$ cat config.mk
export PLATFORM = sky130hd
export DESIGN_NAME = cva6_spi_master_tx
export DESIGN_NICKNAME = d
export VERILOG_FILES = /design/src/rtl/cva6_spi_master_tx.sv
export SDC_FILE = /design/constraint.sdc
export NUM_CORES = 1
export LEC_CHECK = 0
export CAP_MARGIN = 10
export CORE_MARGIN = 4
export CORE_UTILIZATION = 45
export CTS_CLUSTER_DIAMETER = 150
export DETAILED_ROUTE_END_ITERATION = 7
export GPL_ROUTABILITY_DRIVEN = 0
export PLACE_DENSITY = 0.7
export SYNTH_ARGS = -nofsm -noshare
export SYNTH_HDL_FRONTEND = slang
export SYNTH_SLANG_ARGS = --single-unit
$ cat constraint.sdc
create_clock -name clk -period 3.3 [get_ports clk]
set_input_delay 0.66 -clock clk [delete_from_list [all_inputs] [get_ports clk]]
set_output_delay 0.66 -clock clk [all_outputs]
set_load 0.05 [all_outputs]
$ cat src/rtl/cva6_spi_master_tx.sv
// SPI master transmit shifter: pulls 32-bit words from the TX FIFO and shifts them out MSB first on the clock generator's falling-edge strobe.
// Optional quad-lane output is enabled by defining SPI_MASTER_TX_QUAD_EN.
module cva6_spi_master_tx (
  input  logic        clk,
  input  logic        rst,
  input  logic        en,
  input  logic        tx_edge,
  input  logic        en_quad_in,
  input  logic [15:0] counter_in,
  input  logic        counter_in_upd,
  input  logic [31:0] data,
  input  logic        data_valid,
  output logic        data_ready,
  output logic        clk_en_o,
  output logic        tx_done,
  output logic        sdo0,
  output logic        sdo1,
  output logic        sdo2,
  output logic        sdo3
);

  typedef enum logic [1:0] {IDLE, TRANSMIT, WAIT_DATA} state_t;

  state_t      r_state, w_state_nxt;
  logic [15:0] r_target;
  logic [15:0] r_counter, w_counter_nxt;
  logic [31:0] r_data_int, w_data_nxt;
  logic        r_quad, w_quad_nxt;
  logic        r_clk_en, w_clk_en_nxt;
  logic        r_tx_done, w_tx_done_nxt;

  logic [16:0] w_step;
  logic [16:0] w_next;
  logic        w_end;
  logic        w_word_bnd;
  logic [31:0] w_shifted;
  logic        w_quad_sel;

`ifdef SPI_MASTER_TX_QUAD_EN
  assign w_quad_sel = en_quad_in;
`else
  logic w_unused_quad;
  assign w_unused_quad = en_quad_in;
  assign w_quad_sel    = 1'b0;
`endif

  // 17-bit compare so a counter near 16'hFFFF cannot wrap past the target
  assign w_step     = r_quad ? 17'd4 : 17'd1;
  assign w_next     = {1'b0, r_counter} + w_step;
  assign w_end      = (w_next >= {1'b0, r_target});
  assign w_word_bnd = (w_next[4:0] == 5'd0);
  assign w_shifted  = r_quad ? {r_data_int[27:0], 4'h0} : {r_data_int[30:0], 1'b0};

  always_comb begin
    w_state_nxt   = r_state;
    w_counter_nxt = r_counter;
    w_data_nxt    = r_data_int;
    w_quad_nxt    = r_quad;
    w_clk_en_nxt  = r_clk_en;
    w_tx_done_nxt = 1'b0;
    data_ready    = 1'b0;
    case (r_state)
      IDLE: begin
        data_ready = en && (r_target != 16'd0);
        if (en && (r_target != 16'd0) && data_valid) begin
          w_data_nxt    = data;
          w_quad_nxt    = w_quad_sel;
          w_counter_nxt = 16'd0;
          w_clk_en_nxt  = 1'b1;
          w_state_nxt   = TRANSMIT;
        end else if (en && (r_target == 16'd0)) begin
          w_tx_done_nxt = 1'b1;
        end
      end
      TRANSMIT: begin
        if (tx_edge) begin
          w_counter_nxt = w_next[15:0];
          if (w_end) begin
            w_data_nxt    = w_shifted;
            w_clk_en_nxt  = 1'b0;
            w_tx_done_nxt = 1'b1;
            w_state_nxt   = IDLE;
          end else if (w_word_bnd) begin
            // Word boundary: take the next word now so SCK keeps running without a gap
            data_ready = 1'b1;
            if (data_valid) begin
              w_data_nxt = data;
            end else begin
              w_data_nxt   = w_shifted;
              w_clk_en_nxt = 1'b0;
              w_state_nxt  = WAIT_DATA;
            end
          end else begin
            w_data_nxt = w_shifted;
          end
        end
      end
      WAIT_DATA: begin
        data_ready = 1'b1;
        if (data_valid) begin
          w_data_nxt   = data;
          w_clk_en_nxt = 1'b1;
          w_state_nxt  = TRANSMIT;
        end
      end
      default: begin
        w_state_nxt = IDLE;
      end
    endcase
  end

  always_ff @(posedge clk) begin
    if (rst) begin
      r_state    <= IDLE;
      r_target   <= 16'd0;
      r_counter  <= 16'd0;
      r_data_int <= 32'd0;
      r_quad     <= 1'b0;
      r_clk_en   <= 1'b0;
      r_tx_done  <= 1'b0;
    end else begin
      r_state    <= w_state_nxt;
      r_counter  <= w_counter_nxt;
      r_data_int <= w_data_nxt;
      r_quad     <= w_quad_nxt;
      r_clk_en   <= w_clk_en_nxt;
      r_tx_done  <= w_tx_done_nxt;
      if (counter_in_upd) begin
        r_target <= counter_in;
      end
    end
  end

  assign clk_en_o = r_clk_en;
  assign tx_done  = r_tx_done;

`ifdef SPI_MASTER_TX_QUAD_EN
  assign sdo0 = r_quad ? r_data_int[28] : r_data_int[31];
  assign sdo1 = r_quad & r_data_int[29];
  assign sdo2 = r_quad & r_data_int[30];
  assign sdo3 = r_quad & r_data_int[31];
`else
  assign sdo0 = r_data_int[31];
  assign sdo1 = 1'b0;
  assign sdo2 = 1'b0;
  assign sdo3 = 1'b0;
`endif

endmodule

* After elaboration in Yosys (flattened, before gate mapping)
Cells that the tools add are included.
** Word-level totals
- Bits in registers :: 68
- Output and inout port bits :: 7
- Word-level logic and storage cells :: 61
** Cells by class
- Add/subtract/negate cells :: 1
- $lt $le $gt $ge :: 1
- Equality and inequality tests :: 7
- Muxes and demuxes :: 33
- Reductions and logical operators :: 13
** Operators by type and width (number)
- $mux 32 :: 6
- $pmux 32 s3 :: 1
- $mux 16 :: 2
- $pmux 16 s2 :: 1
- $add 16x1->17 const B :: 1
- $ge 17x16->1 :: 1
- $logic_not 16->1 :: 1
- $reduce_bool 16->1 :: 1
- $mux 1 :: 13
- $mux 2 :: 6
- $ne 2x2->1 const B :: 3
- $ne 3x3->1 const B :: 2
- $pmux 1 s3 :: 2
- $pmux 2 s3 :: 1
- $reduce_and 6->1 :: 1
- $logic_not 5->1 :: 1
- $reduce_and 5->1 :: 1
- $reduce_and 4->1 :: 1
- $logic_and 1x1->1 :: 3
- $reduce_and 3->1 :: 1
- $reduce_bool 3->1 :: 1
- $eq 2x1->1 const B :: 1
- $eq 2x2->1 const B :: 1
- $logic_not 2->1 :: 1
- other kinds (2) :: 2

* Depth between registers and ports, before layout
- Depth in word-level cells :: 6
- Gate-level depth with buffers :: 14
- Gate-level depth less buffers :: 12

* Worst setup path before layout
Ideal clock, no wire load.
- Path type :: reg2out
- Start :: register r_counter[0]
- End :: output data_ready
- Arrival time :: 3.259 ns
- Data required time :: 2.640 ns
- Slack :: -0.619 ns
- Cell stages (with the launch flop) :: 14
- Path through :: dfxtp_1 ha_1 nand3_4 nor4_1 xnor2_1 ha_1 a21o_1 a21oi_1 o21a_1 and4_4 buf_6 buf_6 nand3_1 o21ai_0
** On the way
- Longest elaborated chain between the ends :: 6
- Elaborated cells between the ends (all ways) :: 7
- Classes of those cells :: add/sub: 1; order compare: 1; mux: 4; reduce/logical: 1
** RTL lines
- from (decl) :: RTL line 26 : logic [15:0] r_counter, w_counter_nxt;
- from (signal assigned) :: RTL line 123 : r_counter <= w_counter_nxt;
- $add 16x1->17 * :: RTL line 49 : assign w_next = {1'b0, r_counter} + w_step;
- branches (longest 2 deep; another with $ge 17x16->1)
- $mux 1 * :: RTL line 78 : if (w_end) begin
- $mux 1 * :: RTL line 76 : if (tx_edge) begin
- $pmux 1 s3 * :: RTL line 62 : case (r_state)
- to (decl) :: RTL line 13 : output logic data_ready,
Mark *: on every way between the ends.

* Final worst setup path
Same ends and word-level chain as after synthesis.

==> impl_metrics.yaml <==
logic_synthesis:
  synthesis_warnings: 0
  synth_compound_gate_area_share_pct: 26.2
  netlist_top_cells_area: "sky130_fd_sc_hd__dfxtp_1 (30%), sky130_fd_sc_hd__a2111oi_2 (8.7%), sky130_fd_sc_hd__a21oi_1 (6.2%), sky130_fd_sc_hd__o31ai_1 (5.2%), sky130_fd_sc_hd__nor4_1 (5.2%)"
  asyncSetResetFlopFracSynth_pct: 0
  synth.mux.area_fraction_pct: 3.59
  synth_cell_types: 49
  synth_top_cell_area_share_pct: 30.5
  synth.most_common_cell: "sky130_fd_sc_hd__dfxtp_1"
  ys_seq_area_share_pct: 30.5
  synth_enable_flop_cells: 0
  synth.top_cells.by_count: "sky130_fd_sc_hd__dfxtp_1 (68), sky130_fd_sc_hd__a21oi_1 (55), sky130_fd_sc_hd__inv_1 (52), sky130_fd_sc_hd__nor4_1 (37), sky130_fd_sc_hd__nor2_1 (32)"
  adder_cell_area_share_of_the_yosys_netlist_pct: 4.76
  netlist_area_um2: 4460
  ys_flop_type: "sky130_fd_sc_hd__dfxtp_1"
  synth_top_family_by_area: "compound AO/OA/AOI/OAI gates"
  syn-instance-count: 534
  synth.avg_cell_area_um2: 8.36
  synthXorXnorAreaFrac_pct: 2.75
  synth_top_cell_by_area: "sky130_fd_sc_hd__dfxtp_1"
  simple_gate_area_share_of_the_yosys_netlist_pct: 21.2
  ys_ff_latch: 68
timing:
  final_critical_path_setup_slack_ps: -120
  setup_tns_ps: -120
  transition_time_of_the_tightest_slew_check_pin_ps: 1160
  final.min_clock_period_ps: 3420
  final_max_slew_viol_count: 0
  setup_violations: 1
  maxSlewHeadroom_pct: 22.5
  max_clock_freq_mhz: 292
  rsz0062_at_grt: "yes"
  number_of_hold_slack_violations_in_the_final_timing_report: 0
  final.period_utilization_pct: 104
  clock-skew-final_ps: 12.0
final_layout:
  area_growth_pct: 26.4
  nets: 658
  filler_instances: 877
  antenna_cells_inserted: 0
  final_layout_size_suffix_gt1_share_pct: 21.2
  final_cells: 724
min_path:
  hold_depth: 2
  worstHoldStart: "r_counter[14]"
  min_path_type: "flip-flop to flip-flop"
  worst_hold_path.endpoint: "r_counter[14]"
setup_path:
  worst_r2r_endpoint: "r_data_int[2]"
  critical_path_required_ps: 2640
  worstSetupPathType: "flip-flop to primary output"
  timing.critical_path.slowest_stage_cell: "sky130_fd_sc_hd__dfxtp_4"
  arrival_ps: 2760
  critical_path_peak_fanout: 6
  cells_along_the_critical_path: "ha_4 > nand3_4 > buf_6 > nor2_2 > xor2_1 > ha_1 > a21oi_1 > o21ai_0 > nand2_1 > and4_4 > nand3_4 > o21ai_4 > buf_12"
  worst_path_largest_cell_delay_ps: 390
  r2r_worst_path_depth: 14
  startpoint_type: "flip-flop"
  crit_path_end_kind: "primary output"
  critical_path.reg2reg.startpoint: "r_counter[0]"
  critical_path.most_common_cell: "sky130_fd_sc_hd__nand3_4"
  r2r_setup_slack_ps: 200
floorplan:
  die_h_um: 108
  num_io_pins: 62
  core_region_area_um2: 9730
  starting_density_of_the_core_pct: 45.9
  die_width_um: 108
  floorplan.rows: 36
  design.die.area_um2: 11600
placed_design:
  dpl.hpwl_um: 7420
  post_place_cells: 707
  pre_cts_ws_ps: 13.8
  port_buffers: 57
power:
  total_leakage_power_nw: 2.10
  p_per_area_nw_per_um2: 391
  ir_drop_uv: 225
grt:
  grt_first_pass_wirelength_um: 19000
  initial_antenna_violation_count: 0
  grt_pass1_vias: 3991
  global_route.overflow_total: 0
  gr-usage-all-layers_pct: 20.1
  grt_max_degree: 55
detailed_routing:
  drt_wl_total_um: 11300
  drt_pass1_iterations: 6
  dr_total_vias: 4109
  route.detailed.vias_per_inst: 5.68
  detail_route.wl_per_cell_um: 15.6
  drcViolationCount: 0
  ant_nets: 0
  first_iter_violations: 219
clock_network:
  clk-insertion-delay-late_ps: 340
  postCtsHoldBufs: 0
  clock_tree_from_tritoncts: "built"
  root_driver: "sky130_fd_sc_hd__clkbuf_8"
  htreeDepth: 3
  path_clk_slew_ps: 80
  clock_sink_count: 68
  cts_max_path_buffers: 2
  number_of_buffers_inserted_during_clock_tree_synthesis: 9
status:
  run_status: "finished with violations"
  violated_checks: "negative setup slack"
job:
  maxCapViolCount: 0
-- stage by stage --
step           power (mW)  area (um^2)  utilization, %  hold slack, ps
3_3_place_gp         1.38         5290            54.3             463
5_1_grt              2.32         5640            58.0             521
3_5_place_dp         1.39         5290            54.3             474
4_1_cts              2.22         5620            57.8             486
2_1_floorplan        1.25         4520               -             450
6_report             2.21         5640            58.0             492
-- where the power goes --
part	switching, mW	internal, mW
sequential	0.0439	0.878
clock	0.331	0.501
combinational	0.266	0.189
total	0.641	1.57
-- critical path, delay by kind of cell (launching register included) --
kind,cells,cell delay [ps]
buf+inv,2,310
xor+xnor,1,250
compound gates,3,330
flops,1,390
fa+ha+maj,2,470
simple gates,5,680
-- how the worst max path moves through the flow --
stage                             start    endpoint  slack (ps)  depth (start not counted)
after CTS                  r_counter[2]  data_ready        -110                         11
final                      r_counter[0]  data_ready        -120                         13
after global routing       r_counter[0]  data_ready        -270                         12
after floorplan            r_counter[1]  data_ready           3                         13
after detailed placement  r_counter[10]  data_ready          10                         12
after global placement     r_counter[4]  data_ready          40                         12
-- layer usage --
metal	up-vias	track usage [%]	share of wire [%]
met3	4	4.08	5.0
li1	2065	-	-
met2	100	33.7	51
met5	-	0	0
met1	1940	26.3	44
met4	0	4.87	0.53
-- cell usage in the layout, fill, tap and decap left out, types with 3 or more instances in the layout --
cell                              Yosys  routed
sky130_fd_sc_hd__a2111oi_2           26      26
sky130_fd_sc_hd__a211oi_1             3       3
sky130_fd_sc_hd__a21o_1               3       3
sky130_fd_sc_hd__a21oi_1             55      55
sky130_fd_sc_hd__buf_12               0       5
sky130_fd_sc_hd__buf_4                9      30
sky130_fd_sc_hd__bufinv_16            0       3
sky130_fd_sc_hd__clkbuf_8             0       9
sky130_fd_sc_hd__clkdlybuf4s50_1      0      55
sky130_fd_sc_hd__conb_1               1       3
sky130_fd_sc_hd__dfxtp_1             68      59
sky130_fd_sc_hd__dfxtp_2              0       7
sky130_fd_sc_hd__ha_1                17      16
sky130_fd_sc_hd__inv_1               52      52
sky130_fd_sc_hd__mux2i_1             16      16
sky130_fd_sc_hd__nand2_1             16      16
sky130_fd_sc_hd__nand3_1             17      12
sky130_fd_sc_hd__nand3_2              1       4
sky130_fd_sc_hd__nand3_4              1       3
sky130_fd_sc_hd__nand4_1              5       5
sky130_fd_sc_hd__nor2_1              32      30
sky130_fd_sc_hd__nor2b_1              4       3
sky130_fd_sc_hd__nor3_1              29      27
sky130_fd_sc_hd__nor3_2              12      14
sky130_fd_sc_hd__nor4_1              37      35
sky130_fd_sc_hd__o21ai_0             11      10
sky130_fd_sc_hd__o31ai_1             31      31
sky130_fd_sc_hd__xnor2_1              7       6
sky130_fd_sc_hd__xor2_1               7       6
-- cells by family after synthesis --
family / after synthesis
other cells: 1
fa+ha+maj: 17
compound gates: 146
simple gates: 167
buf+inv: 105
flops: 68
xor+xnor: 14
mux: 16
-- final cells by class --
type / instances / area, um^2 / share of cell area, %
timing repair buffer: 92 / 892 / 15.8
sequential: 68 / 1380 / 24.4
clock inverter: 5 / 100 / 1.77
multi-input combinational: 363 / 2780 / 49.3
inverter: 52 / 195 / 3.46
clock buffer: 11 / 131 / 2.33
tap: 133 / 166 / 2.95
-- registers in the layout (all words and copies together), names as in the netlist --
register    cells
r_data_int     32
r_counter      16
r_target       16
r_state         2
clk_en_o        1
tx_done         1
-- what timing repair did --
| action | 4_1_cts | 5_1_grt |
|---|---|---|
| setup buffers | 1 | 0 |
| setup endpoints to repair | 1 | 6 |
| hold endpoints to repair | 0 | 0 |
| pin swaps | 6 | 2 |
| gates resized for setup | 23 | 6 |
(Power assumes the default switching activity.)
